### src/rtl/riscv_fetch_aligner_if.sv
// Fetch aligner handshake bundle.
// Upstream word stream in, aligned instruction stream out.
interface riscv_fetch_aligner_if #(
  parameter int ADDR_WIDTH = 32
);
  logic                  in_valid_i;
  logic                  in_ready_o;
  logic [31:0]           in_rdata_i;
  logic [ADDR_WIDTH-1:0] in_addr_i;
  logic                  out_valid_o;
  logic                  out_ready_i;
  logic [31:0]           out_rdata_o;
  logic [ADDR_WIDTH-1:0] out_addr_o;
  logic                  out_is_compressed_o;

  modport master (
    output in_valid_i, in_rdata_i, in_addr_i,
    output out_ready_i,
    input  in_ready_o,
    input  out_valid_o, out_rdata_o, out_addr_o,
    input  out_is_compressed_o
  );

  modport slave (
    input  in_valid_i, in_rdata_i, in_addr_i,
    input  out_ready_i,
    output in_ready_o,
    output out_valid_o, out_rdata_o, out_addr_o,
    output out_is_compressed_o
  );
endinterface

### src/rtl/riscv_fetch_aligner.sv
// Fetch word buffer with halfword instruction aligner.
// Handles compressed and word-straddling 32-bit instructions.
module riscv_fetch_aligner #(
  parameter int DEPTH      = 4,
  parameter int ADDR_WIDTH = 32
) (
  input  logic                         clk,
  input  logic                         rst,
  input  logic                         branch_i,
  input  logic [ADDR_WIDTH-1:0]        branch_addr_i,
  riscv_fetch_aligner_if.slave         bus,
  output logic [$clog2(DEPTH+1)-1:0]   occupancy_o,
  output logic                         busy_o
);
  localparam int CW = $clog2(DEPTH + 1);
  localparam int PW = $clog2(DEPTH);
  localparam int AW = ADDR_WIDTH;

  logic [31:0]   mem_data [DEPTH];
  logic [AW-1:0] mem_addr [DEPTH];

  logic [PW-1:0] rd_ptr;
  logic [PW-1:0] wr_ptr;
  logic [PW-1:0] nx_ptr;
  logic [CW-1:0] count;
  logic          offset;

  logic [31:0]   head;
  logic [15:0]   nxt_lo;
  logic [15:0]   hw;
  logic          is32;
  logic          empty;
  logic          out_valid;
  logic [31:0]   rdata;
  logic [AW-1:0] addr;
  logic          fire;
  logic          pop;
  logic          push;
  logic          in_ready;
  logic          unused_bits;

  assign unused_bits = ^{branch_addr_i[AW-1:2], branch_addr_i[0]};

  // Decode the instruction sitting at the current halfword offset
  always_comb begin
    nx_ptr    = rd_ptr + PW'(1);
    head      = mem_data[rd_ptr];
    nxt_lo    = mem_data[nx_ptr][15:0];
    hw        = offset ? head[31:16] : head[15:0];
    is32      = (hw[1:0] == 2'b11);
    empty     = (count == '0);
    out_valid = !empty &&
                !(offset && is32 && count < CW'(2));
    rdata     = '0;
    addr      = '0;
    if (!empty) begin
      unique case (1'b1)
        !is32:           rdata = {16'h0, hw};
        is32 && !offset: rdata = head;
        is32 && offset:  rdata = {nxt_lo, head[31:16]};
      endcase
      addr = mem_addr[rd_ptr] +
             {{(AW-2){1'b0}}, offset, 1'b0};
    end
  end

  assign in_ready = (count != CW'(DEPTH));
  assign fire     = out_valid && bus.out_ready_i;
  assign pop      = fire && (offset || is32);
  assign push     = bus.in_valid_i && in_ready && !branch_i;

  assign bus.in_ready_o          = in_ready;
  assign bus.out_valid_o         = out_valid;
  assign bus.out_rdata_o         = rdata;
  assign bus.out_addr_o          = addr;
  assign bus.out_is_compressed_o = (rdata[1:0] != 2'b11);
  assign occupancy_o             = count;
  assign busy_o                  = !empty;

  // Pointer, count and halfword offset bookkeeping; branch wins
  always_ff @(posedge clk or posedge rst) begin
    if (rst) begin
      rd_ptr <= '0;
      wr_ptr <= '0;
      count  <= '0;
      offset <= 1'b0;
    end else if (branch_i) begin
      rd_ptr <= '0;
      wr_ptr <= '0;
      count  <= '0;
      offset <= branch_addr_i[1];
    end else begin
      if (push) wr_ptr <= wr_ptr + PW'(1);
      if (pop)  rd_ptr <= nx_ptr;
      count <= count + CW'(push) - CW'(pop);
      if (fire && !is32) offset <= ~offset;
    end
  end

  // Word storage; contents only matter under a valid count
  always_ff @(posedge clk) begin
    if (push) begin
      mem_data[wr_ptr] <= bus.in_rdata_i;
      mem_addr[wr_ptr] <= bus.in_addr_i;
    end
  end
endmodule

### src/flat_wrapper.sv
// flat-port wrapper written by rule: the top's interface ports become plain ports
module riscv_fetch_aligner_flat 
#(
  parameter int DEPTH      = 4,
  parameter int ADDR_WIDTH = 32
)
  (clk, rst, branch_i, branch_addr_i, occupancy_o, busy_o, bus_in_valid_i, bus_in_rdata_i, bus_in_addr_i, bus_out_ready_i, bus_in_ready_o, bus_out_valid_o, bus_out_rdata_o, bus_out_addr_o, bus_out_is_compressed_o);
  riscv_fetch_aligner_if #(.ADDR_WIDTH(ADDR_WIDTH)) bus_i ();
  input  logic clk;
  input  logic rst;
  input  logic branch_i;
  input  logic [ADDR_WIDTH-1:0] branch_addr_i;
  output logic [$clog2(DEPTH+1)-1:0] occupancy_o;
  output logic busy_o;
  input wire logic [$bits(bus_i.in_valid_i)-1:0] bus_in_valid_i;
  input wire logic [$bits(bus_i.in_rdata_i)-1:0] bus_in_rdata_i;
  input wire logic [$bits(bus_i.in_addr_i)-1:0] bus_in_addr_i;
  input wire logic [$bits(bus_i.out_ready_i)-1:0] bus_out_ready_i;
  output wire logic [$bits(bus_i.in_ready_o)-1:0] bus_in_ready_o;
  output wire logic [$bits(bus_i.out_valid_o)-1:0] bus_out_valid_o;
  output wire logic [$bits(bus_i.out_rdata_o)-1:0] bus_out_rdata_o;
  output wire logic [$bits(bus_i.out_addr_o)-1:0] bus_out_addr_o;
  output wire logic [$bits(bus_i.out_is_compressed_o)-1:0] bus_out_is_compressed_o;
  assign bus_i.in_valid_i = bus_in_valid_i;
  assign bus_i.in_rdata_i = bus_in_rdata_i;
  assign bus_i.in_addr_i = bus_in_addr_i;
  assign bus_i.out_ready_i = bus_out_ready_i;
  assign bus_in_ready_o = bus_i.in_ready_o;
  assign bus_out_valid_o = bus_i.out_valid_o;
  assign bus_out_rdata_o = bus_i.out_rdata_o;
  assign bus_out_addr_o = bus_i.out_addr_o;
  assign bus_out_is_compressed_o = bus_i.out_is_compressed_o;
  riscv_fetch_aligner #(.DEPTH(DEPTH), .ADDR_WIDTH(ADDR_WIDTH)) u_core (.clk(clk), .rst(rst), .branch_i(branch_i), .branch_addr_i(branch_addr_i), .bus(bus_i), .occupancy_o(occupancy_o), .busy_o(busy_o));
endmodule
### config.mk
export PLATFORM = sky130hd
export DESIGN_NAME = riscv_fetch_aligner_flat
export DESIGN_NICKNAME = d
export VERILOG_FILES = /design/src/rtl/riscv_fetch_aligner_if.sv /design/src/rtl/riscv_fetch_aligner.sv /design/src/flat_wrapper.sv
export SDC_FILE = /design/constraint.sdc
export NUM_CORES = 1
export LEC_CHECK = 0
export ABC_AREA = 0
export CAP_MARGIN = 10
export CORE_MARGIN = 2
export CORE_UTILIZATION = 55
export DETAILED_ROUTE_END_ITERATION = 7
export PLACE_DENSITY = 0.81
export SYNTH_ARGS = -nofsm -noshare
export SYNTH_HDL_FRONTEND = slang
export SYNTH_SLANG_ARGS = --single-unit
### constraint.sdc
create_clock -name clk -period 5.9 [get_ports clk]
set_clock_uncertainty 0.1 [all_clocks]
set_input_delay 1.18 -clock clk [delete_from_list [all_inputs] [get_ports clk]]
set_output_delay 1.18 -clock clk [all_outputs]
set_load 0.02 [all_outputs]
==> impl_metrics.yaml, run 1 <==
run_status:
  status: "finished clean"
sta:
  whs_ps: 498
  fmax_mhz: 175
  drv_slew: 0
  tns_ps: 0
  max-slew-margin-rel_pct: 28.6
  tightest_slew_ps: 1060
  finalHoldViolations: 0
  fin_crit_ps: 5730
  setup_viol: 0
  post-route-period-util_pct: 97.1
  rsz0062_at_grt: "no"
setup_path:
  r2r_end: "u_core.occupancy_o[2]"
  end_kind: "primary output"
  r2r-start: "u_core.rd_ptr[1]"
  reg2regPathDepth: 11
  startpoint_type: "register"
  worstPathRequired_ps: 4620
  path_class: "reg -> out"
  cp.arrival_ps: 4450
  r2r_setup_slack_ps: 1960
  cp_max_fo: 40
place:
  place_area_um2: 13200
  dp_hpwl_mm: 15.3
  routabilityCongestion: 0.846
  placement.io_buffers: 140
global_route:
  grt_pass1_vias: 7067
  grt_usage_pct: 23.3
  overflow: 0
  grt_max_degree: 69
  grt_pass1_wl_mm: 39.3
  grt_antenna_before_repair: 3
pwr:
  p_leak_nw: 4.53
  power_mw: 5.83
  ir_worst_vdd_uv: 277
  powerDensity_nw_per_um2: 412
synthesis:
  synth_edf_count: 256
  synth_fp_nets: 774
  synth_area_leaders: "edfxtp_1 (66%), mux4_2 (10%), mux4_1 (6.1%)"
  yosys_warnings: 0
  synth_area_um2: 11600
  yosysUniqueCellTypes: 45
  netlist_instances: 663
  synthFlopType: "edfxtp_1"
  synth-async-reset-ratio_pct: 3.03
  ys_seq_area_share_pct: 68.0
  synth_seq_cells: 264
  synth_commonest_cells: "edfxtp_1 (256), nand2_1 (85), a21oi_1 (52), mux4_2 (52), mux4_1 (27)"
  syn_area_per_cell_um2: 17.5
  synth_top_cell_by_area: "edfxtp_1"
  yosysMostFrequentCell: "edfxtp_1"
  synth_top_area_share_pct: 66.2
cells_and_area:
  fillCellCount: 1290
  nNetsFinal: 911
  area_growth_pct: 21.9
  fin_area_um2: 14100
  drive_gt1_share_pct: 14.3
die:
  io_pins: 172
  start_util_pct: 55.6
  die_h_um: 149
  die-area_um2: 22300
  die_x_um: 149
  fp-row-count: 53
  core_region_area_um2: 20900
route:
  vias: 6785
  antenna_left: 0
  drtIter0Drc: 564
  routed_via_density: 6.19
  routed_wl_mm: 25.4
  dr.pass1.iters: 5
  drc: 0
  routedWlPerCell_um: 23.2
min_path:
  whs_path_depth: 2
  min_from: "u_core.wr_ptr[1]"
  hold_class: "reg -> reg"
  hold_end: "u_core.wr_ptr[1]"
clock_network:
  clock_latency_ps: 510
  h-tree-depth: 1
  cts_tree: "done"
  cts_buffer_depth: 3
  cts_buffers: 25
  cts.clk_slew.worst_paths_ps: 60
  clock-root-buffer: "clkbuf_16"
  ctsResizeCount: 0
  postCtsSetupBuffers: 0
  cts.sink_count: 264
  ctsHoldBuffers: 0
job:
  maxCapViolCount: 0
-- power by group --
group / switching [mW] / internal, mW / leakage, nW
Sequential: 0.0691 / 2.19 / 2.43
Clock: 0.670 / 1.13 / 0.444
Combinational: 1.01 / 0.763 / 1.66
Total: 1.75 / 4.08 / 4.53
-- layout make-up --
class                      count  area [µm²]  area share, %
antenna                        4        10.0         0.0708
clock buffer                  27         633           4.48
clock inverter                18         305           2.16
inverter                      12        45.0          0.318
multi-input combinational    348        3430           24.3
sequential                   264        7900           55.8
tap                          275         344           2.43
timing repair buffer         149        1480           10.5
-- layout by cell type, fill, tap and decap left out, types with 2 or more instances in the layout --
| cell | netlist | final |
|---|---|---|
| ha_1 | 9 | 9 |
| nand3_1 | 13 | 13 |
| xnor2_1 | 4 | 4 |
| clkinv_2 | 0 | 2 |
| nand2_1 | 85 | 85 |
| or3_1 | 6 | 6 |
| mux4_1 | 27 | 27 |
| a41o_1 | 2 | 2 |
| clkbuf_16 | 0 | 25 |
| or4_1 | 9 | 9 |
| mux4_2 | 52 | 52 |
| edfxtp_1 | 256 | 256 |
| nor2_1 | 19 | 19 |
| and2_2 | 0 | 4 |
| clkinvlp_4 | 0 | 4 |
| and4_4 | 2 | 2 |
| dfrtp_1 | 8 | 6 |
| bufinv_16 | 0 | 8 |
| xor2_1 | 8 | 8 |
| a21oi_1 | 52 | 52 |
| dfrtp_4 | 0 | 2 |
| nand4_1 | 5 | 5 |
| clkdlybuf4s50_1 | 0 | 140 |
| buf_4 | 4 | 8 |
| diode_2 | 0 | 4 |
| and4_1 | 5 | 5 |
| inv_1 | 11 | 11 |
| o31ai_1 | 9 | 9 |
| clkbuf_1 | 15 | 2 |
| a31oi_1 | 3 | 3 |
| and2_1 | 11 | 7 |
| o21ai_0 | 9 | 9 |
| clkinv_1 | 1 | 3 |
| and3_1 | 2 | 2 |
-- flip-flops by register name (all words and copies together) (netlist names) --
name                cells
u_core.occupancy_o      3
u_core.mem_data       128
u_core.offset           1
u_core.wr_ptr           2
u_core.mem_addr       128
u_core.rd_ptr           2
-- worst max-delay path: stages (launching register included) --
cell and delay (ps):
dfrtp_4 800, mux4_2 310, ha_1 200, nand2_1 80, o2bb2ai_2 320, nand4_1 590
or4_1 710, a21oi_1 230, clkdlybuf4s50_1 680
-- layer usage --
metal,vias to the layer above,track usage [%],part of all wire (%)
met4,0,7.29,2.6
met5,-,0,0
met2,328,40.0,52
met1,3451,30.8,38
li1,2954,-,-
met3,52,3.79,7.2
-- logic make-up after synthesis --
kind of cell	share of synthesized area [%]
AOI/OAI and AO/OA	4.14
DFF	68.0
xor gates and xnor gates	0.906
and+or+nand+nor	6.92
muxes	16.4
adders and majority gates	1.14
buffers and inverters	2.54
-- how the worst max path moves through the flow --
stage	start	slack (ps)	end
finish	u_core.rd_ptr[1]	170	bus_out_addr_o[26]
detailed placement	u_core.rd_ptr[1]	860	bus_out_addr_o[28]
floorplan	u_core.rd_ptr[1]	1370	bus_out_addr_o[14]
CTS	u_core.rd_ptr[1]	210	bus_out_addr_o[26]
global placement	u_core.rd_ptr[1]	980	bus_out_addr_o[29]
global route	u_core.rd_ptr[1]	4	bus_out_addr_o[26]
-- through the flow --
step / worst slack, ps / std cells / util [%]
floorplan: 1370 / 663 / -
global placement: 978 / 1048 / 63.2
detailed placement: 858 / 1048 / 63.2
CTS: 211 / 1093 / 67.7
global route: 3.62 / 1095 / 67.7
finish: 171 / 1097 / 67.7
No activity file was read; power rests on OpenSTA's default activity.
==> inputs of run 2 (changes only) <==
--- a/config.mk
+++ b/config.mk
@@ -7,10 +7,10 @@
 export LEC_CHECK = 0
 export ABC_AREA = 0
 export CAP_MARGIN = 10
-export CORE_MARGIN = 2
-export CORE_UTILIZATION = 55
+export CORE_MARGIN = 4
+export CORE_UTILIZATION = 43
 export DETAILED_ROUTE_END_ITERATION = 7
-export PLACE_DENSITY = 0.81
+export PLACE_DENSITY = 0.66
 export SYNTH_ARGS = -nofsm -noshare
 export SYNTH_HDL_FRONTEND = slang
 export SYNTH_SLANG_ARGS = --single-unit
==> impl_metrics.yaml, run 2 (same netlist as run 1, synthesis figures left out) <==
clock_network:
  cts_buffers: 27
  cts.sink_count: 264
  ctsHoldBuffers: 0
  cts_tree: "done"
  ctsResizeCount: 0
  cts_buffer_depth: 3
  h-tree-depth: 1
  clock_latency_ps: 520
  clock-root-buffer: "clkbuf_16"
  cts.clk_slew.worst_paths_ps: 60
sta:
  finalHoldViolations: 0
  tightest_slew_ps: 1110
  max-slew-margin-rel_pct: 25.3
  tns_ps: 0
  drv_slew: 0
  rsz0062_at_grt: "no"
  fmax_mhz: 180
  post-route-period-util_pct: 94.3
  setup_viol: 0
  fin_crit_ps: 5570
global_route:
  overflow: 0
  grt_max_degree: 65
  grt_pass1_wl_mm: 40.2
  grt_usage_pct: 17.6
  grt_antenna_before_repair: 3
  grt_pass1_vias: 6930
cells_and_area:
  post-route-util_pct: 53.6
  fillCellCount: 2061
  drive_gt1_share_pct: 13.5
  nNetsFinal: 915
  final_common_cell: "edfxtp_1"
  area_growth_pct: 21.3
  mostFrequentLayoutCells: "edfxtp_1 (256), clkdlybuf4s50_1 (140), nand2_1 (85), mux4_2 (52), a21oi_1 (52)"
route:
  drtIter0Drc: 476
  dr.pass1.iters: 5
  routed_wl_mm: 26.6
  drc: 0
  vias: 6716
  antenna_left: 0
  routedWlPerCell_um: 22.9
  routed_via_density: 5.79
setup_path:
  r2r_end: "u_core.occupancy_o[2]"
  r2r_setup_slack_ps: 2080
  cp_max_fo: 38
  r2r-start: "u_core.rd_ptr[0]"
  path_class: "reg -> out"
  worstPathRequired_ps: 4620
  cp.arrival_ps: 4290
  startpoint: "u_core.rd_ptr[0]"
  startpoint_type: "register"
  reg2regPathDepth: 11
  setup.worst_path.end: "bus_out_addr_o[29]"
  end_kind: "primary output"
die:
  fp-row-count: 59
  io_pins: 172
  start_util_pct: 44.2
  die_h_um: 172
  die_x_um: 172
  die-area_um2: 29700
  core_region_area_um2: 26300
place:
  routabilityCongestion: 0.805
  dp_hpwl_mm: 16.3
  placement.io_buffers: 140
pwr:
  powerDensity_nw_per_um2: 395
  ir_worst_vdd_uv: 243
  p_leak_nw: 4.47
min_path:
  hold_class: "reg -> reg"
run_status:
  status: "finished clean"
job:
  maxCapViolCount: 0
[run 2: cell count changes in the layout (fill, tap and decap cells not counted), sizes merged, moves of 3 or more]
cell,before,now
bufinv,8,1
clkbuf,27,36
clkinv,6,12
clkinvlp,4,1
diode,4,1
[run 2: power breakdown]
part / internal, mW / switching, mW / total, mW
Combinational: 0.760 / 0.999 / 1.76
Sequential: 2.19 / 0.0787 / 2.27
Clock: 0.884 / 0.656 / 1.54
[run 2: final cells by class]
class | instances | area, µm² | area share (%)
Clock buffer | 36 | 709 | 5.04
Multi-Input combinational cell | 349 | 3440 | 24.5
Sequential cell | 264 | 7900 | 56.1
Timing Repair Buffer | 150 | 1480 | 10.5
Antenna cell | 1 | 2.50 | 0.0178
Inverter | 12 | 45.0 | 0.320
Clock inverter | 13 | 88.8 | 0.631
Tap cell | 335 | 419 | 2.98
[run 2: worst min path at each step]
stage	start	end	slack [ps]	depth (start not counted)
3_5_place_dp	u_core.wr_ptr[1]	u_core.wr_ptr[1]	480	2
5_1_grt	u_core.wr_ptr[1]	u_core.wr_ptr[1]	520	2
6_report	u_core.wr_ptr[1]	u_core.wr_ptr[1]	490	2
3_3_place_gp	u_core.wr_ptr[1]	u_core.wr_ptr[1]	460	2
2_1_floorplan	u_core.wr_ptr[1]	u_core.wr_ptr[1]	440	2
4_1_cts	u_core.wr_ptr[1]	u_core.wr_ptr[1]	490	2
[run 2: worst max-delay path: stages (launching register included)]
cell	delay [ps]
dfrtp_4	810
buf_4	490
mux4_1	460
and4_2	350
nand4_4	200
or4_1	570
a21oi_1	220
clkdlybuf4s50_1	640
[run 2: metal layers]
metal	vias up	wire (µm)	GRT usage (%)
met5	-	21	0
met3	43	1880	3.45
met4	4	511	4.75
met2	279	13500	29.7
met1	3416	10700	23.6
li1	2974	-	-
[run 2: timing repair]
action                                 in CTS  in global routing
setup buffers                               0                  4
setup endpoints to repair                   0                  9
endpoints found under the hold margin       0                  0
[run 2: metrics by stage]
| step | setup WS, ps | hold WS [ps] | power (mW) | cells | instance area [µm²] |
|---|---|---|---|---|---|
| final | 335 | 490 | 5.57 | 1160 | 14100 |
| after CTS | 149 | 488 | 5.62 | 1154 | 14000 |
| after floorplan | 1370 | 443 | 3.37 | 663 | 11600 |
| after global placement | 895 | 456 | 4.02 | 1105 | 13200 |
| after detailed placement | 732 | 479 | 4.07 | 1105 | 13200 |
| after global routing | 93.1 | 515 | 5.83 | 1160 | 14100 |
